File: src/rtl/slv_reg_responder_pkg.sv
// Shared types and constants for the slv_reg_responder register responder.
package slv_resp_pkg;

    typedef enum logic [1:0] {
        IDLE = 2'd0,
        WAIT = 2'd1,
        RESP = 2'd2
    } state_t;

    localparam int ADDR_W_DEF = 4;
    localparam int DATA_W_DEF = 4;
    localparam int BUS_OUT_W  = 5;

    function automatic logic even_parity(input logic [31:0] value);
        return ^value;
    endfunction

endpackage

File: src/rtl/slv_regfile.sv
// DEPTH x DATA_W register storage: one synchronous write port, one combinational read port.
module slv_regfile #(
    parameter int DEPTH  = 12,
    parameter int ADDR_W = 4,
    parameter int DATA_W = 4
) (
    input  logic              clk,
    input  logic              rst_n,
    input  logic              we,
    input  logic [ADDR_W-1:0] waddr,
    input  logic [DATA_W-1:0] wdata,
    input  logic [ADDR_W-1:0] raddr,
    output logic [DATA_W-1:0] rdata
);

    logic [DATA_W-1:0] mem_r [DEPTH];

    // Storage array with asynchronous clear
    always_ff @(posedge clk or negedge rst_n) begin
        if (!rst_n) begin
            for (int i = 0; i < DEPTH; i++) begin
                mem_r[i] <= '0;
            end
        end else if (we) begin
            mem_r[waddr] <= wdata;
        end
    end

    // Out-of-range reads return zero rather than an undefined element
    always_comb begin
        if (int'(raddr) < DEPTH) begin
            rdata = mem_r[raddr];
        end else begin
            rdata = '0;
        end
    end

endmodule

File: src/rtl/slv_reg_responder.sv
// Slave-side register responder for the slv_ valid/ready bus with programmable wait states.
// Optional macro SLV_RESP_PARITY_EN adds slv_rdata_par (even parity of slv_rdata).
module slv_reg_responder
    import slv_resp_pkg::*;
#(
    parameter int ADDR_W      = ADDR_W_DEF,
    parameter int DATA_W      = DATA_W_DEF,
    parameter int DEPTH       = 12,
    parameter int WAIT_CYCLES = 2
) (
    input  logic                 clk,
    input  logic                 rst_n,
    input  logic                 slv_valid,
    input  logic                 slv_write,
    input  logic [ADDR_W-1:0]    slv_addr,
    input  logic [DATA_W-1:0]    slv_wdata,
    output logic [DATA_W-1:0]    slv_rdata,
`ifdef SLV_RESP_PARITY_EN
    output logic                 slv_rdata_par,
`endif
    output logic                 slv_ready,
    output logic                 slv_err,
    output logic [BUS_OUT_W-1:0] bus_out
);

    localparam logic [3:0] CNT_INIT = (WAIT_CYCLES > 0) ? 4'(WAIT_CYCLES - 1) : 4'd0;

    state_t            state_r;
    state_t            state_nxt_s;
    logic [3:0]        cnt_r;
    logic              req_write_r;
    logic [ADDR_W-1:0] req_addr_r;
    logic [DATA_W-1:0] req_wdata_r;

    logic              sel_write_s;
    logic [ADDR_W-1:0] sel_addr_s;
    logic              sel_in_range_s;
    logic              req_in_range_s;
    logic [DATA_W-1:0] mem_rdata_s;
    logic              ready_nxt_s;
    logic              err_nxt_s;
    logic [DATA_W-1:0] rdata_nxt_s;
    logic              we_s;

    slv_regfile #(
        .DEPTH  (DEPTH),
        .ADDR_W (ADDR_W),
        .DATA_W (DATA_W)
    ) u_regfile (
        .clk   (clk),
        .rst_n (rst_n),
        .we    (we_s),
        .waddr (req_addr_r),
        .wdata (req_wdata_r),
        .raddr (sel_addr_s),
        .rdata (mem_rdata_s)
    );

    // State register
    always_ff @(posedge clk or negedge rst_n) begin
        if (!rst_n) begin
            state_r <= IDLE;
        end else begin
            state_r <= state_nxt_s;
        end
    end

    // Next-state logic
    always_comb begin
        state_nxt_s = state_r;
        case (state_r)
            IDLE: begin
                if (slv_valid) begin
                    state_nxt_s = (WAIT_CYCLES == 0) ? RESP : WAIT;
                end else begin
                    state_nxt_s = IDLE;
                end
            end
            WAIT: begin
                if (cnt_r == 4'd0) begin
                    state_nxt_s = RESP;
                end else begin
                    state_nxt_s = WAIT;
                end
            end
            RESP:    state_nxt_s = IDLE;
            default: state_nxt_s = IDLE;
        endcase
    end

    // Response values; with zero wait states the live request feeds RESP directly
    always_comb begin
        if (state_r == IDLE) begin
            sel_write_s = slv_write;
            sel_addr_s  = slv_addr;
        end else begin
            sel_write_s = req_write_r;
            sel_addr_s  = req_addr_r;
        end
        sel_in_range_s = int'(sel_addr_s) < DEPTH;
        req_in_range_s = int'(req_addr_r) < DEPTH;
        ready_nxt_s    = (state_nxt_s == RESP) && (state_r != RESP);
        err_nxt_s      = ready_nxt_s && !sel_in_range_s;
        if (ready_nxt_s && !sel_write_s && sel_in_range_s) begin
            rdata_nxt_s = mem_rdata_s;
        end else begin
            rdata_nxt_s = '0;
        end
        we_s = (state_r == RESP) && req_write_r && req_in_range_s;
    end

    // Request capture, wait counter, handshake counter and registered outputs
    always_ff @(posedge clk or negedge rst_n) begin
        if (!rst_n) begin
            cnt_r       <= 4'd0;
            req_write_r <= 1'b0;
            req_addr_r  <= '0;
            req_wdata_r <= '0;
            bus_out     <= '0;
            slv_ready   <= 1'b0;
            slv_err     <= 1'b0;
            slv_rdata   <= '0;
        end else begin
            if (state_r == IDLE && slv_valid) begin
                req_write_r <= slv_write;
                req_addr_r  <= slv_addr;
                req_wdata_r <= slv_wdata;
                cnt_r       <= CNT_INIT;
            end else if (state_r == WAIT && cnt_r != 4'd0) begin
                cnt_r <= cnt_r - 4'd1;
            end
            if (state_r == RESP) begin
                bus_out <= bus_out + BUS_OUT_W'(1);
            end
            slv_ready <= ready_nxt_s;
            slv_err   <= err_nxt_s;
            slv_rdata <= rdata_nxt_s;
        end
    end

`ifdef SLV_RESP_PARITY_EN
    // Parity registered alongside slv_rdata
    always_ff @(posedge clk or negedge rst_n) begin
        if (!rst_n) begin
            slv_rdata_par <= 1'b0;
        end else begin
            slv_rdata_par <= even_parity(32'(rdata_nxt_s));
        end
    end
`endif

endmodule

File: config.mk
export PLATFORM = sky130hd
export DESIGN_NAME = slv_reg_responder
export DESIGN_NICKNAME = d
export VERILOG_FILES = /design/src/rtl/slv_reg_responder_pkg.sv /design/src/rtl/slv_regfile.sv /design/src/rtl/slv_reg_responder.sv
export SDC_FILE = /design/constraint.sdc
export NUM_CORES = 1
export LEC_CHECK = 0
export CAP_MARGIN = 20
export CORE_MARGIN = 4
export CORE_UTILIZATION = 25
export DETAILED_ROUTE_END_ITERATION = 10
export GPL_TIMING_DRIVEN = 0
export PLACE_DENSITY_LB_ADDON = 0.2
export SYNTH_ARGS = -nofsm -noshare
export SYNTH_HDL_FRONTEND = slang
export SYNTH_SLANG_ARGS = --single-unit
File: constraint.sdc
create_clock -name clk -period 3.25 [get_ports clk]
set_input_delay 0.65 -clock clk [delete_from_list [all_inputs] [get_ports clk]]
set_output_delay 0.65 -clock clk [all_outputs]
set_load 0.01 [all_outputs]
==> results.md <==
- The tool flagged a number of max-cap violations equal to 0.
- For the worst setup path, the data required time is 3.43 ns.
- The multiplexer area fraction after synthesis is 26.9%.
- The maximum clock insertion buffer count is 2.
- The finished layout holds 488 standard cells, fillers aside.
- From left edge to right edge, the die measures 127 µm.
- The ratio of cells with drive above 1 in the final layout is 34.7%.
- The worst-skew pair later-pin latency is 0.33 ns.
- Counting distinct cell types in the post-synthesis netlist gives 37.
- The via count of the first global-routing pass came to 2300.
- The final-report hold violation count was 0.
- Between clock sinks in the finished design, the worst skew comes to 0.00520 ns.
- The run finished with clean final reports.
- The worst setup path category is in2reg.
- The leakage dissipation is 1.95 nW.
- The number of buffers and inverters on the critical path is 1.
- The type of destination of the critical path is a flop.
- For this design, the slowest cell found on the critical path is sky130_fd_sc_hd__mux2i_1.
- The number of filler instances in the final layout is 1370.
- The post-CTS setup-driven buffer insertion count is 0.
- VDD sags by at most 0.259 mV.
- The synthesized netlist cell count is 270.
- The vertical die dimension is 127 µm.
- The pre-antenna-repair detailed-routing pass consisted of 5 iterations.
- The residual antenna-violating net count after detailed routing is 0.
- The source of the worst register-to-register timing path is state_r[1].
- The most critical setup path has its startpoint at slv_addr[1].
- The path class of the lowest-slack min-delay path is in2async.
- Detailed placement finished with a half-perimeter wire length of 5950 µm.
- The detailed router finished its first iteration with 100 violations.
- The initial cell density of the core is 25.4%.
- The number of nets in the synthesized netlist is 284.
- For the pin with the worst max-slew slack, the measured transition is 1.07 ns.
- For this block, the via count after detailed routing is 2234.
- The share of the synthesized netlist area taken by xor and xnor gates is 1.75%.
- The maximum net fanout on the critical path is 8.
- The number of cells on the worst reg-to-reg path is 5.
- Once placement completed, the tool counted placed cells totaling 472.
- The area growth from synthesis to layout is 23.2%.
- Summing the areas of all and, or, nand and nor instances in the mapped netlist gives 9.08% of the synthesized area.
- For this run, the slowest stage of the critical path takes 0.90 ns.
- The number of warning messages in the yosys log is 0.
- The tree is rooted in a sky130_fd_sc_hd__clkbuf_16.
- The type of origin of the critical path is a primary input.
- After synthesis the netlist holds a flip-flop and latch count of 74.
- The final net count is 317.
- The core area is 13800 µm².
- The capture instance of the worst register-to-register path is slv_rdata[2].
- Based on the critical path, the design can be clocked at up to 341 MHz.
- The areal power density over the cells is 849 nW/µm².
- After detailed routing, the number of vias per cell comes to 4.58.
- The area of the die is 16000 µm².
- The mapped cell area is 3510 µm².
- The worst max-slew margin expressed relative to the limit is 27.0%.
- The synthesized netlist devotes 6.23% of its cell area to compound gates.
- The finished cells cover 4330 µm².
- The number of antenna violations at the first check in global routing is 0.
- Data on the critical path arrives at its endpoint at 3.11 ns.
- The count of hold buffers inserted by post-cts repair is 0.
- The signal on the critical path passes through clkdlybuf4s50_1 -> mux2i_1 -> mux2_2 -> a222oi_1 -> a21oi_1.
- The number of slew-limit violations in the final report was 0.
- The setup total negative slack is 0 ns.
- After detailed routing, the average wire length per cell comes to 17.0 µm.
- For this run, design rule violations remaining after detail routing come to 0.
- The share of the Yosys chip area taken by registers is 52.7%.
- The global-route wire length before repair is 13300 µm.
- The adder-cell area share of the yosys netlist is 0.713%.
- Global routing finished with a remaining overflow of 0.
- The antenna diode count is 0.
- At the end of routability-driven placement, the weighted congestion stood at 0.873.
- Entering global routing, the biggest net connects 44 pins.
- After detailed routing, the total wire length is 8270 µm.
- The number of H-tree levels is 3.
- The floorplan has 43 rows.
- For this run, the total global-route usage over all layers was measured as 11.0%.
- The final worst-path cycle share is 90.2%.
- The CTS clock-pin slew for the worst setup and hold paths is 0.05 ns.
- Once placement finished, the instance area stood at 3970 µm².
- The count of pins on the block boundary is 23.
- Setup repair after global routing left no endpoint under its margin.
- Among cell families on the critical path, the largest total delay comes from multiplexers.
- The total clock sinks is 74.
- TritonCTS built the clock tree.
- Averaged over all synthesized cells, the footprint is 13.0 µm².
- Port buffering added 21 buffers.
- The combinational family with the most area after synthesis is multiplexers.
- The clock period minus worst slack is 2.93 ns.
- The total of endpoints with negative setup slack in the final report is 0.
- The clock buffer count from CTS is 9.
- The post-CTS resize count is 0.
- The internal reg-to-reg setup slack is 0.47 ns.
-- through the flow --
step	total power [W]	utilization (%)	hold slack (ns)	setup slack, ns
after global routing	0.00391	31.3	0.295	0.279
after global placement	0.00253	28.5	0.464	-1.23
final	0.00367	31.3	0.260	0.318
after CTS	0.00373	31.3	0.270	0.390
after detailed placement	0.00254	28.7	0.477	0.0353
after floorplan	0.00214	-	0.354	1.19
-- cells by family (layout without fill, tap and decap cells) --
| group | Yosys count | count (layout) |
|---|---|---|
| compound gates | 32 | 32 |
| xor+xnor | 7 | 7 |
| mux | 84 | 84 |
| fa+ha+maj | 2 | 2 |
| simple gates | 50 | 50 |
| buf+inv | 21 | 59 |
| flops | 74 | 74 |
-- layer usage --
layer	wire (µm)	global-route usage (%)
met5	0	0
met4	219	5.87
met3	282	2.65
met2	3740	15.9
met1	4030	15.2
-- flip-flops by register name, summed over array words and instances, names as in the netlist --
signal,count
slv_ready,1
state_r,2
slv_rdata,4
cnt_r,4
req_write_r,1
req_addr_r,4
bus_out,5
u_regfile.mem_r,48
req_wdata_r,4
slv_err,1
-- final cells by class --
type / count / area (µm²) / share of cell area [%]
Clock inverter: 5 / 100 / 2.31
Multi-Input combinational cell: 175 / 1570 / 36.3
Tap cell: 180 / 225 / 5.21
Timing Repair Buffer: 22 / 235 / 5.44
Clock buffer: 11 / 253 / 5.84
Inverter: 6 / 22.5 / 0.521
Buffer: 15 / 67.6 / 1.56
Sequential cell: 74 / 1850 / 42.8
-- worst reg2reg max path, delay by kind of cell, from the launching register on --
kind	cells	cell delay (ns)
AND/OR/NAND/NOR	1	0.28
flip-flops	1	0.43
multiplexers	2	1.35
AO/OA/AOI/OAI	2	0.55
-- cells in the final DEF, fill, tap and decap left out, types with 5 or more instances in the layout --
| master | Yosys | layout |
|---|---|---|
| sky130_fd_sc_hd__nor2_1 | 7 | 7 |
| sky130_fd_sc_hd__o31ai_1 | 6 | 6 |
| sky130_fd_sc_hd__clkdlybuf4s50_1 | 0 | 20 |
| sky130_fd_sc_hd__xnor2_1 | 6 | 6 |
| sky130_fd_sc_hd__clkbuf_1 | 11 | 11 |
| sky130_fd_sc_hd__a21oi_1 | 12 | 12 |
| sky130_fd_sc_hd__o21ai_0 | 5 | 5 |
| sky130_fd_sc_hd__clkbuf_16 | 0 | 9 |
| sky130_fd_sc_hd__nand2_1 | 12 | 12 |
| sky130_fd_sc_hd__mux2i_1 | 9 | 9 |
| sky130_fd_sc_hd__dfrtp_1 | 74 | 74 |
| sky130_fd_sc_hd__mux2_2 | 74 | 74 |
| sky130_fd_sc_hd__inv_1 | 6 | 6 |
| sky130_fd_sc_hd__nand3b_1 | 6 | 6 |
-- report_power, final --
part / leakage (nW) / switching, W / internal [W]
clock: 0.176 / 0.000370 / 0.000788
sequential: 0.997 / 0.000137 / 0.00113
combinational: 0.774 / 0.000723 / 0.000519
total: 1.95 / 0.00123 / 0.00244
-- worst max-delay path by stage --
stage                               to  cells past startpoint
after floorplan           slv_rdata[1]                      5
after global placement      bus_out[1]                      1
after detailed placement  slv_rdata[2]                      5
after CTS                 slv_rdata[1]                      5
after global routing      slv_rdata[2]                      5
final                     slv_rdata[2]                      5
-- cell usage after synthesis (all sizes together) --
cell	instances	area (µm²)
and4	1	8.76
o21ai	5	25.0
a221o	4	40.0
nand4	4	25.0
inv	6	22.5
nor4	4	43.8
mux2	74	833
nor2	9	43.8
ha	2	25.0
or3b	1	8.76
nand3	4	20.0
dfrtp	74	1850
xor2	1	8.76
and3	1	6.26
buf	3	21.3
mux2i	10	113
o31ai	6	45.0
a222oi	4	40.0
nor3	3	25.0
nor2b	1	6.26
o41ai	1	8.76
nand4b	1	15.0
nor3b	1	12.5
nand3b	6	45.0
nand2b	1	6.26
clkbuf	12	46.3
nand2	12	45.0
xnor2	6	52.6
or2b	1	7.51
a21oi	12	60.1
Power figures use the tool's default switching activity.
